### config.mk
export PLATFORM = sky130hd
export DESIGN_NAME = alu_cmd_queue
export DESIGN_NICKNAME = d
export VERILOG_FILES = /design/src/rtl/alu_cmd_queue.sv
export SDC_FILE = /design/constraint.sdc
export NUM_CORES = 1
export LEC_CHECK = 0
export CAP_MARGIN = 5
export CORE_ASPECT_RATIO = 2
export CORE_MARGIN = 1.5
export CORE_UTILIZATION = 54
export CTS_BUF_LIST = sky130_fd_sc_hd__clkbuf_8
export DETAILED_ROUTE_END_ITERATION = 16
export HOLD_SLACK_MARGIN = 0.08
export PLACE_DENSITY_LB_ADDON = 0.25
export SLEW_MARGIN = 0
export SYNTH_ARGS = -nofsm -noshare
export SYNTH_HDL_FRONTEND = slang
export SYNTH_SLANG_ARGS = --single-unit
### constraint.sdc
create_clock -name clk -period 3.2 [get_ports clk]
set_input_delay 0.64 -clock clk [delete_from_list [all_inputs] [get_ports clk]]
set_output_delay 0.64 -clock clk [all_outputs]
set_load 0.005 [all_outputs]
### src/rtl/alu_cmd_queue.sv
// Command queue feeding a fixed-latency ALU: buffers host commands in a circular
// FIFO, issues them one at a time and holds each captured result for a downstream handshake.
module alu_cmd_queue #(
  parameter int DEPTH   = 8,
  parameter int ALU_LAT = 1
) (
  input  logic                    clk,
  input  logic                    rst,
  input  logic                    cmd_valid,
  output logic                    cmd_ready,
  input  logic [2:0]              cmd_opcode,
  input  logic [15:0]             cmd_operands,
  output logic [2:0]              alu_opcode,
  output logic [15:0]             alu_operands,
  output logic                    alu_start,
  input  logic [7:0]              alu_result,
  output logic                    res_valid,
  input  logic                    res_ready,
  output logic [7:0]              res_data,
  output logic [2:0]              res_opcode,
  output logic [$clog2(DEPTH):0]  level
);

  localparam int PW = $clog2(DEPTH);
  localparam int CW = (ALU_LAT < 2) ? 1 : $clog2(ALU_LAT + 1);
  localparam logic [PW:0]   FULL_LVL = (PW + 1)'(DEPTH);
  localparam logic [CW-1:0] LAT_LD   = CW'(ALU_LAT);

  typedef enum logic [1:0] {IDLE, ISSUE, WAIT} state_e;

  typedef struct packed {
    logic [2:0]  opcode;
    logic [15:0] operands;
  } cmd_t;

  state_e        state_q, state_d;
  logic [PW-1:0] wr_ptr_q, wr_ptr_d;
  logic [PW-1:0] rd_ptr_q, rd_ptr_d;
  logic [PW:0]   level_q, level_d;
  logic [CW-1:0] cnt_q, cnt_d;
  cmd_t          alu_cmd_q, alu_cmd_d;
  logic          res_valid_q, res_valid_d;
  logic [7:0]    res_data_q, res_data_d;
  logic [2:0]    res_opcode_q, res_opcode_d;
  cmd_t          mem_q [DEPTH];

  logic wr_en;
  logic pop;

  assign cmd_ready = (level_q != FULL_LVL);
  assign wr_en     = cmd_valid && cmd_ready;
  // Pop looks at the registered level, so a fresh write is never popped in its own cycle.
  assign pop       = (state_q == IDLE) && (level_q != '0) && !res_valid_q;

  // NOTE: storage array has no reset; entries are only ever read after being written.
  always_ff @(posedge clk) begin
    if (wr_en) mem_q[wr_ptr_q] <= '{opcode: cmd_opcode, operands: cmd_operands};
  end

  // NOTE: all state uses non-blocking assignments so every register samples pre-edge values.
  always_ff @(posedge clk or negedge rst) begin
    if (!rst) begin
      state_q      <= IDLE;
      wr_ptr_q     <= '0;
      rd_ptr_q     <= '0;
      level_q      <= '0;
      cnt_q        <= '0;
      alu_cmd_q    <= '0;
      res_valid_q  <= 1'b0;
      res_data_q   <= '0;
      res_opcode_q <= '0;
    end else begin
      state_q      <= state_d;
      wr_ptr_q     <= wr_ptr_d;
      rd_ptr_q     <= rd_ptr_d;
      level_q      <= level_d;
      cnt_q        <= cnt_d;
      alu_cmd_q    <= alu_cmd_d;
      res_valid_q  <= res_valid_d;
      res_data_q   <= res_data_d;
      res_opcode_q <= res_opcode_d;
    end
  end

  // NOTE: every variable gets a default first so no path leaves one unassigned (no latches).
  always_comb begin
    state_d      = state_q;
    wr_ptr_d     = wr_ptr_q;
    rd_ptr_d     = rd_ptr_q;
    level_d      = level_q;
    cnt_d        = cnt_q;
    alu_cmd_d    = alu_cmd_q;
    res_valid_d  = res_valid_q;
    res_data_d   = res_data_q;
    res_opcode_d = res_opcode_q;

    if (wr_en) wr_ptr_d = wr_ptr_q + PW'(1);

    unique case ({wr_en, pop})
      2'b10:   level_d = level_q + (PW + 1)'(1);
      2'b01:   level_d = level_q - (PW + 1)'(1);
      default: level_d = level_q;
    endcase

    if (res_valid_q && res_ready) res_valid_d = 1'b0;

    case (state_q)
      IDLE: begin
        if (pop) begin
          alu_cmd_d = mem_q[rd_ptr_q];
          rd_ptr_d  = rd_ptr_q + PW'(1);
          state_d   = ISSUE;
        end
      end
      ISSUE: begin
        cnt_d   = LAT_LD;
        state_d = WAIT;
      end
      WAIT: begin
        // No issue happens while a result is pending, so capture never overwrites one.
        if (cnt_q == CW'(1)) begin
          res_valid_d  = 1'b1;
          res_data_d   = alu_result;
          res_opcode_d = alu_cmd_q.opcode;
          state_d      = IDLE;
        end else begin
          cnt_d = cnt_q - CW'(1);
        end
      end
      default: state_d = IDLE;
    endcase
  end

  assign alu_start    = (state_q == ISSUE);
  assign alu_opcode   = alu_cmd_q.opcode;
  assign alu_operands = alu_cmd_q.operands;
  assign res_valid    = res_valid_q;
  assign res_data     = res_data_q;
  assign res_opcode   = res_opcode_q;
  assign level        = level_q;

endmodule

==> results of run 1 <==
[stage by stage]
step                      setup WS (ps)  total power, W  cells
after detailed placement          314.0        0.006602    717
after global routing              142.6        0.008540    749
after floorplan                   47.97        0.005459    465
final                             324.5        0.008057    749
after global placement            508.7        0.006472    717
after CTS                         315.2        0.008148    749
[cells by family after synthesis]
logic type | synth area share (%)
flops | 73.84
simple gates | 5.496
mux | 12.12
compound gates | 4.191
buf+inv | 1.859
xor+xnor | 1.027
fa+ha+maj | 1.468
[cell usage after synthesis (4+ instances only)]
library cell | number | area [um^2]
edfxtp_1 | 152 | 4564
mux2i_1 | 76 | 760.7
nand2_1 | 46 | 172.7
dfrtp_1 | 44 | 1101
a22oi_1 | 38 | 285.3
nand3_1 | 22 | 110.1
mux2_2 | 13 | 146.4
ha_1 | 9 | 112.6
clkbuf_1 | 7 | 26.28
buf_2 | 6 | 30.03
buf_4 | 6 | 45.04
nor3_1 | 6 | 30.03
xnor2_1 | 6 | 52.55
nor2_1 | 5 | 18.77
inv_1 | 4 | 15.01
[cell type report]
type	instances	area share, %
Multi-Input combinational cell	243	20.93
Clock inverter	15	1.856
Tap cell	189	2.617
Inverter	5	0.2077
Timing Repair Buffer	84	9.057
Clock buffer	17	2.590
Sequential cell	196	62.75
[worst max-delay path by stage]
stage	start	to	slack, ps	cells past startpoint
after global routing	level[0]$_DFFE_PN0P_	level[3]$_DFFE_PN0P_	140	8
after detailed placement	cmd_valid	level[3]$_DFFE_PN0P_	310	7
after CTS	level[1]$_DFFE_PN0P_	level[3]$_DFFE_PN0P_	320	8
after global placement	cmd_valid	level[2]$_DFFE_PN0P_	510	9
after floorplan	level[0]$_DFFE_PN0P_	mem_q[0][0]$_DFFE_PP_	50	4
final	level[1]$_DFFE_PN0P_	level[3]$_DFFE_PN0P_	320	8
[flip-flops by register name, summed over array words and instances, names as in the netlist, 2 cells and up]
| register | cells |
|---|---|
| wr_ptr_q | 3 |
| mem_q | 152 |
| state_q | 2 |
| alu_opcode | 3 |
| res_opcode | 3 |
| level | 4 |
| alu_operands | 16 |
| rd_ptr_q | 3 |
| res_data | 8 |
[metal layers]
layer	track usage [%]	vias to the layer above	part of all wire (%)
li1	-	1924	-
met5	0	-	0
met3	4.031	17	3.8
met1	24.23	2101	39
met4	7.315	0	1.6
met2	37.36	91	56
[placed cells by master (no fill, tap or decap), types with 4 or more instances in the layout]
cell / count
nand2_1: 46
inv_1: 4
mux2_2: 13
edfxtp_1: 152
clkdlybuf4s50_1: 66
buf_4: 15
a22oi_1: 38
mux2i_1: 76
xnor2_1: 6
nor2_1: 5
inv_6: 4
nor3_2: 4
ha_1: 9
clkbuf_8: 17
dfrtp_1: 43
nand3_1: 22
inv_8: 4
[power breakdown]
part	total (W)	internal [W]	switching, W
combinational	0.00279	0.00136	0.00144
clock	0.00155	0.000655	0.000896
sequential	0.00371	0.00334	0.000375
total	0.00806	0.00535	0.00271
==> metrics, run 1 <==
worst slew pin tran 950.9 ps; TritonCTS clock tree yes; Final setup viols 0; die height 171.6 um; max-cap violation count 0; register-to-register setup slack around 320 ps; Mean Syn Cell Area 16.50 um^2; DR iter-0 viols 309; GRT Total Usage roughly 21%; LEAKAGE 3.393 nW; GRT Residual Overflow 0; Die Width just under 90 um; run status finished, final reports clean; Distinct cells, synth 32; Skew-Pair Late Insertion Delay 460 ps; CP bufs+invs 1; initial antenna violation count 0; post_cts resized 0; core area roughly 14000 um^2; CP startpoint kind register; Min-Delay Path Class primary input to asynchronous set/reset pin; fill cell count 1030; Final min period approximately 2900 ps; Max Clk Rate 347.8 MHz; global-route wire length before repair 22430 um; Sink Count 196; site row count 61; number of flops mapped to enable cells by yosys 152; largest net degree at the start of global routing 35; RSZ-0062 raised after global routing no; final max-slew violation count 0; Residual DRC 0; register area share after synthesis 73.84%; Crit path max-delay family simple AND/OR/NAND/NOR gates; CP max stage cell or4_1; Initial Util between 50% and 60%; R2R depth 8; Reg area between 5000 and 6000 um^2; worst-path cell chain or4_1, nand3_2, inv_2, ha_1, nand3b_1, a2111oi_0, nor3_1, xnor2_1; Slew headroom 36.61%; placed cell area 8633 um^2; area of the multi-input gates 1891 um^2; htree depth 4; dominant synthesized flop cell edfxtp_1; Worst setup EP type register; Fin. Hold Viols 0; post-route ant nets 0; nets@finish 587; CTS Root Cell clkbuf_8; Setup TNS 0 ps; die area 14980 um^2; crit path DAT 3220 ps; share of layout cells above drive strength 1 13.04%; reg2reg start level[1]$_DFFE_PN0P_; DR WL/cell 19.41 um; Gate Count Post-Synth 465; VDD IR max 428.3 uV; clk_skew 13.54 ps; fin area 9035 um^2; worst hold slack 286.8 ps; First-pass DRT Iterations 4; period utilization 89.86%; Post-Syn Nets just over 500; critical path's largest stage delay 600 ps; classification of the worst setup path register to register; flops & latches, synth 196; CP Max Fanout 23; final wirelength roughly 15000 um; Ports 68; n_diodes 0; Reg clk slew, reported paths 100 ps; cell area after synthesis 7672 um^2; number of synthesis warnings 0; vias in the first global route 4269; Pwr per Cell Area 891.8 nW/um^2; Num CTS Buffers 17; clk buf depth 2; ys async rst share between 20% and 30%; Via density 5.518; I/O Buffers 67; Final Util 65.04%; global placer's final weighted congestion 0.7852; DR vias 4133; number of setup buffers added after CTS 0; Critical Path RT 3550 ps; Layout area overhead 17.76%; worst r2r dst level[3]$_DFFE_PN0P_; Detailed Place HPWL roughly 9100 um; Hold-fix buffers, CTS 0
Power figures use the tool's default switching activity.
==> run 2: changes to the inputs <==
GPL_TIMING_DRIVEN = 0   (was default)
==> run 2 against run 1 <==
Against the previous run:
- clock skew increased by 5.6 ps
- largest power group unchanged
- via count rose by 3.2%
- global-route usage is 1.7 points higher
- critical endpoint is now level[2]$_DFFE_PN0P_
==> metrics, run 2 (synthesized netlist as in run 1, its figures left out) <==
Final setup viols 0 (unchanged); Reg clk slew, reported paths 100 ps (about the same); Largest register FFs 152 (unchanged); Slew headroom 40.83% (+4.2 points); die area 14980 um^2 (unchanged); CP startpoint kind register; reg2reg start level[0]$_DFFE_PN0P_; sequential power share 44.3% (-1.8 points); fin area 9178 um^2 (+1.6%); Tot Pwr 0.008191 W (+1.7%); core area 13890 um^2 (unchanged); initial antenna violation count 0 (unchanged); share of layout cells above drive strength 1 14.34% (+1.3 points); post_cts resized 0 (unchanged); Final Util 66.07% (+1.0 points); most used cell, CP xor2_1; CP bufs+invs 2 (+1); Fin. Hold Viols 0 (unchanged); clk buf depth 2 (unchanged); n_diodes 0 (unchanged); Sink Count 196 (unchanged); Min-Delay Path Class register to register; Reg area 5665 um^2 (about the same); Final min period 2758 ps (-117.7 ps); fill cell count 1019 (-1.1%); vias in the first global route 4530 (+6.1%); Ports 68 (unchanged); RSZ-0062 raised after global routing no; DR iter-0 viols 268 (-13%); area of the multi-input gates 1898 um^2 (+0.40%); final max-slew violation count 0 (unchanged); DR vias 4264 (+3.2%); most frequent cells in the layout 152 x edfxtp_1, 76 x mux2i_1, 66 x clkdlybuf4s50_1; commonest non-fill, non-tap cell in the layout edfxtp_1; clk_skew 19.14 ps (+5.601 ps); CP max stage cell or4_1; period utilization 86.18% (-3.7 points); R2R depth 11 (+3); CTS Root Cell clkbuf_8; post-route ant nets 0 (unchanged); VDD IR max 527.5 uV (+23%); die height 171.6 um (unchanged); Initial Util 55.23% (unchanged); Placed Cells 735 (+2.5%); max-cap violation count 0 (unchanged); Worst path depth 11 (+3); I/O Buffers 67 (unchanged); crit path DAT 3110 ps (-110 ps); worst r2r dst level[2]$_DFFE_PN0P_; worst-path cell chain or4_1, nand3_2, inv_2, buf_6, ha_1, xor2_1, ha_1, a21oi_1, xor2_1, nor2_1, xor2_1; Num CTS Buffers 17 (unchanged); Critical Path RT 3550 ps (about the same); Crit path max-delay family simple AND/OR/NAND/NOR gates; placed cell area 8793 um^2 (+1.9%); worst slack at placement 197.3 ps (-116.7 ps); Internal 0.005427 W (+1.4%); Layout area overhead 19.62%; number of setup buffers added after CTS 0 (unchanged); htree depth 4 (unchanged); Detailed Place HPWL 10770 um (+18%); TritonCTS clock tree yes; Max Clk Rate 362.6 MHz (+4.3%); global placer's final weighted congestion 0.7539 (-4.0%); combinational power share 37.6% (+2.9 points); worst setup path start level[0]$_DFFE_PN0P_; Largest Register mem_q; site row count 61 (unchanged); crit path capture level[2]$_DFFE_PN0P_; Worst setup EP type register; run status finished, final reports clean; clock power share 18.2% (-1.1 points); Switching Power 0.002764 W (+2.1%); classification of the worst setup path register to register; Via density 5.552 (+0.62%); critical path's largest stage delay 600 ps (about the same); final wirelength 15690 um (+7.9%); GRT Total Usage 22.45% (+1.7 points); nets@finish 606 (+3.2%); Skew-Pair Late Insertion Delay 470 ps (about the same); register-to-register setup slack 440 ps (+120 ps); sw frac 33.75% (+0.14 points); DR WL/cell 20.42 um (+5.2%); First-pass DRT Iterations 6 (+2); LEAKAGE 3.461 nW (+2.0%); GRT Residual Overflow 0 (unchanged); largest net degree at the start of global routing 40 (+14%); worst slew pin tran 880.2 ps (-70.73 ps); global-route wire length before repair 24030 um (+7.1%); CP Max Fanout 11 (-52%); Die Width 87.29 um (unchanged); Residual DRC 0 (unchanged); setup ws final 442.3 ps (+117.7 ps); Pwr per Cell Area 892.5 nW/um^2 (about the same); fin cells 768 (+2.5%)
run 2: cell types whose count changed in the layout (fill, tap and decap cells not counted), moves of 4 or more:
cell | previous run | this run
buf_2 | 1 | 7
buf_4 | 15 | 7
buf_6 | 0 | 8
buf_8 | 0 | 6
clkbuf_1 | 0 | 7
inv_8 | 4 | 0
run 2: worst min path at each step:
stage / to / startpoint / slack, ps / cells after the start
after global routing: alu_operands[4]$_DFFE_PN0P_ / alu_operands[4]$_DFFE_PN0P_ / 510 / 2
after detailed placement: alu_operands[8]$_DFFE_PN0P_ / alu_operands[8]$_DFFE_PN0P_ / 470 / 2
after global placement: alu_operands[15]$_DFFE_PN0P_ / alu_operands[15]$_DFFE_PN0P_ / 460 / 2
after floorplan: alu_opcode[0]$_DFFE_PN0P_ / rst / 340 / 0
final: alu_operands[8]$_DFFE_PN0P_ / alu_operands[8]$_DFFE_PN0P_ / 490 / 2
after CTS: alu_operands[4]$_DFFE_PN0P_ / alu_operands[4]$_DFFE_PN0P_ / 490 / 2
run 2: routing by layer:
metal  share of wire (%)  vias to the layer above  GRT usage, %
li1                    -                     1961             -
met1                  36                     2138         25.36
met2                  56                      131         40.20
met3                 4.9                       34         3.983
met4                 2.8                        0         10.70
met5                   0                        -             0
run 2: power groups by stage:
| stage | logic, W | registers, W | clock network (W) |
|---|---|---|---|
| 3_3_place_gp | 0.00290 | 0.00365 | 0 |
| 3_5_place_dp | 0.00310 | 0.00368 | 0 |
| 5_1_grt | 0.00335 | 0.00368 | 0.00162 |
| 4_1_cts | 0.00311 | 0.00362 | 0.00152 |
| 2_1_floorplan | 0.00182 | 0.00364 | 0 |
| 6_report | 0.00308 | 0.00362 | 0.00149 |
run 2: through the flow:
stage	hold slack [ps]	setup TNS, ps
global route	514.0	0
global placement	461.6	-133890
CTS	490.5	0
floorplan	344.4	0
finish	485.4	0
detailed placement	467.1	0
run 2: cell type report:
type / instances / share of cell area [%]
Buffer: 21 / 1.350
Clock buffer: 18 / 2.699
Clock inverter: 14 / 1.377
Inverter: 5 / 0.2045
Multi-Input combinational cell: 243 / 20.68
Sequential cell: 196 / 61.73
Tap cell: 189 / 2.577
Timing Repair Buffer: 82 / 9.380
run 2: tightest hold or removal path: cells and delay by family (launching register included):
| kind | cells | cell delay, ps |
|---|---|---|
| simple gates | 2 | 100 |
| flops | 1 | 350 |
run 2: repair_timing:
action,4_1_cts,5_1_grt
hold endpoints to repair,5,0
hold buffers,1,0
setup endpoints to repair,0,0
==> run 3: changes to the inputs <==
REMOVE_ABC_BUFFERS = 1   (was default)
==> run 3 against run 2 <==
Against the previous run:
- non-clock buffer count down 16
- sequential share of layout area up 0.11 points
- first-iteration DRC count up 12%
- cell count down 2.1%
- critical path depth down 1
- wire length down 3.2%
- clock skew down 2.4 ps
- cell area down 0.11%
- worst hold slack worse by 2.0 ps
- combinational power down 6%
- via count down 0.84%
- highest routed layer unchanged
==> metrics, run 3 (synthesized netlist as in run 1, its figures left out) <==
GRT Residual Overflow 0 (unchanged); Largest register FFs 152 (unchanged); core area 13890 um^2 (unchanged); worst slew pin tran 1010 ps (+130.1 ps); worst slack at placement -174.1 ps (-371.4 ps); Max Clk Rate 331.8 MHz (-8.5%); Die Width 87.29 um (unchanged); crit path DAT 3350 ps (+240 ps); Detailed Place HPWL 10070 um (-6.5%); global placer's final weighted congestion 0.7291 (-3.3%); clk buf depth 2 (unchanged); classification of the worst setup path register to register; max-cap violation count 0 (unchanged); largest net degree at the start of global routing 46 (+15%); clk_skew 16.73 ps (-2.409 ps); LEAKAGE 3.439 nW (-0.65%); Placed Cells 719 (-2.2%); number of setup buffers added after CTS 0 (unchanged); DR WL/cell 20.19 um (-1.1%); Final min period 3014 ps (+255.9 ps); TritonCTS clock tree yes; VDD IR max 496.8 uV (-5.8%); Reg clk slew, reported paths 100 ps (about the same); final wirelength 15190 um (-3.2%); CP startpoint kind register; share of layout cells above drive strength 1 14.39% (+0.052 points); period utilization 94.18% (+8.0 points); die area 14980 um^2 (unchanged); Layout area overhead 19.49%; initial antenna violation count 0 (unchanged); commonest non-fill, non-tap cell in the layout edfxtp_1; final max-slew violation count 0 (unchanged); Via density 5.622 (+1.3%); Min-Delay Path Class register to register; RSZ-0062 raised after global routing no; Final Util 66.00% (-0.072 points); n_diodes 0 (unchanged); GRT Total Usage 21.91% (-0.54 points); Final setup viols 0 (unchanged); Critical Path RT 3540 ps (about the same); fin cells 752 (-2.1%); First-pass DRT Iterations 5 (-1); post-route ant nets 0 (unchanged); Sink Count 196 (unchanged); CTS Root Cell clkbuf_8; Slew headroom 32.65% (-8.2 points); die height 171.6 um (unchanged); Tot Pwr 0.008200 W (+0.12%); Fin. Hold Viols 0 (unchanged); htree depth 4 (unchanged); Num CTS Buffers 17 (unchanged); worst hold slack 483.4 ps (-1.994 ps); Worst setup EP type register; global-route wire length before repair 23320 um (-2.9%); fill cell count 1005 (-1.4%); Largest Register mem_q; vias in the first global route 4319 (-4.7%); Residual DRC 0 (unchanged); nets@finish 590 (-2.6%); Pwr per Cell Area 894.5 nW/um^2 (+0.23%); Skew-Pair Late Insertion Delay 460 ps (about the same); DR iter-0 viols 299 (+12%); site row count 61 (unchanged); Initial Util 55.23% (unchanged); I/O Buffers 67 (unchanged); setup ws final 186.4 ps (-255.9 ps); CP Max Fanout 23 (+12); DR vias 4228 (-0.84%); run status finished, final reports clean; Ports 68 (unchanged); most frequent cells in the layout 152 x edfxtp_1, 76 x mux2i_1, 66 x clkdlybuf4s50_1
run 3: changes by cell type in the layout (fill, tap and decap cells not counted), sizes merged:
cell	delta
buf	-9
clkbuf	-6
clkinv	+3
clkinvlp	-2
inv	-2
run 3: timing repair:
| action | CTS | global route |
|---|---|---|
| endpoints found under the hold margin | 8 | 0 |
| endpoints found under the setup margin | 3 | 2 |
| hold buffers | 1 | 0 |
| gates resized for setup | 1 | 2 |
run 3: metal layers:
metal  part of all wire (%)  GRT usage (%)
met1                     38          25.61
met2                     55          38.36
met3                    4.7          4.175
met4                    2.6          10.01
met5                      0              0
run 3: worst max-delay path, stage by stage (launching register included):
cell and delay, ps:
dfrtp_1 460, or4_1 610, nand3_4 350, inv_4 240
ha_1 330, xor2_1 170, ha_1 200, a21oi_1 140
xor2_1 180, nor2_1 70, xor2_1 140
run 3: where the power goes:
part | total, W | internal, W | leakage, nW | switching [W]
clock network | 0.00156 | 0.000684 | 0.205 | 0.000880
registers | 0.00373 | 0.00334 | 1.90 | 0.000393
logic | 0.00291 | 0.00143 | 1.33 | 0.00148
total | 0.00820 | 0.00545 | 3.44 | 0.00276
run 3: layout make-up:
class                           instances  area [um^2]  area share, %
Clock inverter                         13        140.1          1.529
Clock buffer                           19        261.5          2.852
Timing Repair Buffer                   87        925.9          10.10
Inverter                                5        21.27         0.2320
Sequential cell                       196         5669          61.84
Multi-Input combinational cell        243         1913          20.87
Tap cell                              189        236.5          2.580
run 3: final timing paths:
check,slack (ps),from,depth (start not counted),end
max in group asynchronous,2110,rst,3,alu_operands[15]$_DFFE_PN0P_
min in group asynchronous,590,rst,2,level[3]$_DFFE_PN0P_
worst max register to register,190,level[1]$_DFFE_PN0P_,10,level[2]$_DFFE_PN0P_
worst min register to register,480,alu_operands[0]$_DFFE_PN0P_,2,alu_operands[0]$_DFFE_PN0P_
worst min-delay path,480,alu_operands[0]$_DFFE_PN0P_,2,alu_operands[0]$_DFFE_PN0P_
worst max-delay path,190,level[1]$_DFFE_PN0P_,10,level[2]$_DFFE_PN0P_
run 3: through the flow:
| stage | setup TNS [ps] | area (um^2) |
|---|---|---|
| floorplan | -1554 | 7548 |
| global placement | -181590 | 8456 |
| detailed placement | -298.8 | 8746 |
| CTS | 0 | 9165 |
| global route | 0 | 9168 |
| finish | 0 | 9168 |
==> patch 1 (settings of run 1) <==
Encoding of `state_e`: now one-hot (3 bits for 3 states).
--- a/src/rtl/alu_cmd_queue.sv
+++ b/src/rtl/alu_cmd_queue.sv
@@ -26,7 +26,7 @@
   localparam logic [PW:0]   FULL_LVL = (PW + 1)'(DEPTH);
   localparam logic [CW-1:0] LAT_LD   = CW'(ALU_LAT);
 
-  typedef enum logic [1:0] {IDLE, ISSUE, WAIT} state_e;
+  typedef enum logic [2:0] {IDLE = 3'b001, ISSUE = 3'b010, WAIT = 3'b100} state_e;
 
   typedef struct packed {
     logic [2:0]  opcode;
Formal check against the unedited RTL: same outputs for any inputs over 10 cycles, from zero or initial values and one cycle with rst low; not proved beyond that.
==> patch 1 against run 1 <==
- total power down 2.2%
- sequential cell count up 1
- non-clock buffer count down 1
- wire length down 7.9%
- register-to-register slack better by 0.48 ns
- setup slack better by 0.42 ns
- first-iteration DRC count down 3.2%
- largest cell class unchanged
- area after synthesis down 1.6%
- critical endpoint is now cmd_ready
- global-route usage down 0.98 points
- clock skew down 0.0033 ns
- cell area down 1.2%
- critical path depth down 5
==> patch 1: results (changes against run 1) <==
Routing:
- The detailed-route via count is 3,682 (-11%).
- The met2 wirelength from detailed routing is 7660 µm (-6.1%).
- The initial DRC count is 299 (-3.2%).
- The detailed-routing wirelength on met1 is 5120 µm (-8.6%).

Layout:
- The count of nets after finishing is 500 (-15%).
- The ratio of cells with drive above 1 in the final layout is 21.0% (+7.9 points).

Yosys:
- The post-synthesis async set-or-reset flop share came to 22.8% (+0.39 points).
- The number of distinct library cell variants in the gate-level netlist after synthesis is 35 (+9.4%).
- The share of the yosys chip area belonging to registers was 75.4% (+1.6 points).
- In the synthesized netlist, the cells that appear most often are sky130_fd_sc_hd__edfxtp_1 (152), sky130_fd_sc_hd__dfrtp_1 (44), sky130_fd_sc_hd__mux4_2 (38), sky130_fd_sc_hd__nand2_1 (27).

Timing:
- The worst setup skew after layout came to 0.0102 ns (-0.00333 ns).
- The actual slew at the worst max-slew pin is 0.673 ns (-0.278 ns).

Worst setup path:
- The largest incremental delay on the critical path is 0.51 ns (-0.09 ns).
- The dominant delay contributor by cell family on the critical path is flip-flops.
- The cell with the largest stage delay on the worst path is sky130_fd_sc_hd__dfrtp_1.
- The worst register-to-register path begins at state_q[0].
- The number of cells on the worst reg-to-reg path is 10 (+2).
- The worst-path maximum fanout came to 9 (-61%).
- The most critical setup path has its endpoint at cmd_ready.
- The worst endpoint data arrival time is 1.81 ns (-1.41 ns).

Place:
- The detailed-placement wirelength estimate is 8400 µm (-7.7%).
- The area after detailed placement came to 0.00854 mm² (-1.0%).
- The weighted congestion at the end of routability-driven global placement is 0.693 (-12%).

Global routing:
- The met2 track utilization from global routing came to 35.9% (-1.5 points).
- The combined global-route utilization of all metal layers is 19.8% (-0.98 points).
- The fraction of met3 tracks used by global routing is 4.36% (+0.33 points).
- The wire length of the first global-routing pass is 20,800 µm (-7.3%).
- The fraction of met1 tracks used by global routing was 22.7% (-1.6 points).

Pwr:
- The maximum vdd drop is 448 µV (+4.7%).
- The reported leakage power is 3.14 nW (-7.5%).

Outcome:
- The run finished with clean final reports.
==> patch 1: cell count changes after synthesis, moves of 3 or more <==
cell | run 1 | this run
sky130_fd_sc_hd__clkbuf_1 | 7 | 3
sky130_fd_sc_hd__nand3_1 | 22 | 2
sky130_fd_sc_hd__mux4_2 | 0 | 38
sky130_fd_sc_hd__a22oi_1 | 38 | 0
sky130_fd_sc_hd__buf_4 | 6 | 3
sky130_fd_sc_hd__nand2_1 | 46 | 27
sky130_fd_sc_hd__mux2_1 | 2 | 12
sky130_fd_sc_hd__inv_1 | 4 | 1
sky130_fd_sc_hd__ha_1 | 9 | 5
sky130_fd_sc_hd__o21ai_1 | 0 | 19
sky130_fd_sc_hd__mux2i_1 | 76 | 19
sky130_fd_sc_hd__mux2_2 | 13 | 1
==> patch 1: cell type report <==
cell class                      instances  area (µm²)
Timing Repair Buffer                   83         811
Clock inverter                         15         150
Multi-Input combinational cell        162        1790
Sequential cell                       197        5690
Clock buffer                           17         234
Fill cell                             935        4890
Inverter                                3        11.3
Tap cell                              189         236
==> patch 1: through the flow <==
step | setup WS [ns] | std cells | hold slack [ns] | power, mW
2_1_floorplan | 0.452 | 378 | 0.344 | 5.39
3_3_place_gp | 0.730 | 634 | 0.465 | 6.33
3_5_place_dp | 0.684 | 634 | 0.474 | 6.44
4_1_cts | 0.718 | 666 | 0.208 | 8.00
5_1_grt | 0.645 | 666 | 0.243 | 8.32
6_report | 0.746 | 666 | 0.218 | 7.88
==> patch 1: kinds of logic after synthesis <==
family / share of synthesized area [%]
AND/OR/NAND/NOR: 3.23
multiplexers: 15.8
AO/OA/AOI/OAI: 2.17
adder cells (fa/ha/maj): 0.829
buffers and inverters: 1.41
flip-flops: 75.4
XOR/XNOR: 1.16
==> patch 1: worst reg2reg max path: stages (launching register included) <==
cell                      delay, ns
sky130_fd_sc_hd__dfstp_2       0.57
sky130_fd_sc_hd__nor4b_2       0.34
sky130_fd_sc_hd__o41ai_4       0.16
sky130_fd_sc_hd__inv_2         0.12
sky130_fd_sc_hd__ha_1          0.26
sky130_fd_sc_hd__xor2_1        0.10
sky130_fd_sc_hd__ha_1          0.19
sky130_fd_sc_hd__a21oi_1       0.18
sky130_fd_sc_hd__xor2_1        0.16
sky130_fd_sc_hd__nor2_1        0.07
sky130_fd_sc_hd__xor2_1        0.14
==> patch 1: power by group through the flow <==
stage / sequential, mW / combinational [mW] / clock [mW]
final: 3.65 / 2.67 / 1.56
after global routing: 3.70 / 2.92 / 1.70
after CTS: 3.65 / 2.73 / 1.61
after detailed placement: 3.71 / 2.72 / 0
after global placement: 3.67 / 2.66 / 0
after floorplan: 3.65 / 1.74 / 0
==> patch 2 (flow settings as in run 1) <==
Made on the original files. Change the parameter `ALU_LAT` from 1 to 2.
--- a/src/rtl/alu_cmd_queue.sv
+++ b/src/rtl/alu_cmd_queue.sv
@@ -2,7 +2,7 @@
 // FIFO, issues them one at a time and holds each captured result for a downstream handshake.
 module alu_cmd_queue #(
   parameter int DEPTH   = 8,
-  parameter int ALU_LAT = 1
+  parameter int ALU_LAT = 2
 ) (
   input  logic                    clk,
   input  logic                    rst,
Function: changed (Yosys sat finds a counterexample within 10 cycles, from zero or initial values and one cycle with rst low).
==> patch 2 against run 1 <==
- sequential cell count rose by 1
- setup slack improved by 0.33 ns
- wire length down 6.1%
- sequential share of layout area is 0.37 points higher
- cell area down 0.19%
- area after synthesis decreased by 0.36%
- hold slack better by 0.20 ns
- total power grew 1.1%
- first-iteration DRC count shrank 18%
- largest cell class unchanged
- highest routed layer unchanged
==> patch 2: results (changes against run 1) <==
Yosys:
- The complex-gate fraction of the synthesized area is 2.26% (-1.9 points).
- The XOR/XNOR share of the synthesized area is 1.23% (+0.20 points).
- The synthesized-area fraction occupied by adder cells is 0.982% (-0.49 points).
- After synthesis, the cell types taking the most area are sky130_fd_sc_hd__edfxtp_1 (60%), sky130_fd_sc_hd__dfrtp_1 (15%), sky130_fd_sc_hd__mux4_2 (11%).
- The multiplexer fraction of the synthesized cell area is 15.7% (+3.6 points).
- The post-synth net total is 423 (-16%).
- The count of mapped cells out of synthesis came to 386 (-17%).
- The number of distinct library cell variants in the gate-level netlist after synthesis is 36 (+13%).

Routing:
- The detailed-route via count is 3,768 (-8.8%).
- The initial DRC count is 252 (-18%).
- The total wire length after detailed routing is 13,700 µm (-6.1%).

Pwr:
- The reported leakage power came to 3.17 nW (-6.6%).
- The power in combinational cells was 2.66 mW (-5%).
- The maximum vdd drop was 475 µV (+11%).
- The combinational share of power is 32.6% (-2.1 points).
- The switching share of total power is 29.6% (-4.0 points).

Worst setup path:
- The worst-path maximum fanout is 8 (-65%).
- The worst endpoint data arrival time is 2.88 ns (-0.34 ns).
- The number of cells on the worst reg-to-reg path is 9 (+1).

Outcome:
- The flow ran to the end, and the final reports show no timing, DRC or antenna violations.

Place:
- The placed cell count is 639 (-11%).
- The worst-case setup slack after placement is 0.421 ns (+0.107 ns).

Global routing:
- The wire length of the first global-routing pass is 20,900 µm (-6.7%).
- The number of global-route vias before repair is 3,927 (-8.0%).
- The maximum number of pins on one net before global-route repair is 42 (+20%).

Worst hold path:
- The path class of the tightest hold or removal check is flop to flop.

Layout:
- The count of nets after finishing is 507 (-14%).
- The ratio of cells with drive above 1 in the final layout was 23.4% (+10 points).

Timing:
- The maximum clock rate was 0.393 GHz (+13%).
- The tightest hold margin is 0.491 ns (+0.204 ns).
-- patch 2: cell count changes in the layout (fill, tap and decap cells not counted), moves of 3 or more --
cell / change
sky130_fd_sc_hd__mux2i_1: -56
sky130_fd_sc_hd__a22oi_1: -38
sky130_fd_sc_hd__mux4_2: +38
sky130_fd_sc_hd__nand2_1: -21
sky130_fd_sc_hd__nand3_1: -19
sky130_fd_sc_hd__o21ai_1: +11
sky130_fd_sc_hd__o21ai_2: +7
sky130_fd_sc_hd__bufinv_16: +4
sky130_fd_sc_hd__inv_8: -4
sky130_fd_sc_hd__ha_1: -3
sky130_fd_sc_hd__nor2_1: +3
-- patch 2: logic make-up after synthesis --
kind of cell / Yosys count
flops: 197
mux: 71
simple gates: 54
compound gates: 27
buf+inv: 22
xor+xnor: 9
fa+ha+maj: 6
-- patch 2: area by class of cell --
type | count | share of cell area, %
inverters | 5 | 0.208
clock buffers | 18 | 2.75
flip-flops and latches | 197 | 63.1
well taps | 189 | 2.62
clock inverters | 14 | 2.30
multi-input cells | 167 | 20.2
repair buffers | 82 | 8.80
-- patch 2: metal layers --
metal	share of wire (%)	GRT usage [%]	up-vias
met5	0	0	-
met4	2.4	8.63	0
met3	4.1	4.51	25
met2	57	36.3	114
met1	37	21.5	1942
li1	-	-	1687
-- patch 2: critical path, stage by stage (launching register included) --
cell                      delay, ns
sky130_fd_sc_hd__dfrtp_1       0.48
sky130_fd_sc_hd__or4_2         0.72
sky130_fd_sc_hd__inv_2         0.12
sky130_fd_sc_hd__ha_1          0.28
sky130_fd_sc_hd__xor2_1        0.11
sky130_fd_sc_hd__ha_1          0.19
sky130_fd_sc_hd__a21oi_1       0.15
sky130_fd_sc_hd__xor2_1        0.16
sky130_fd_sc_hd__nor2_1        0.06
sky130_fd_sc_hd__xor2_1        0.15
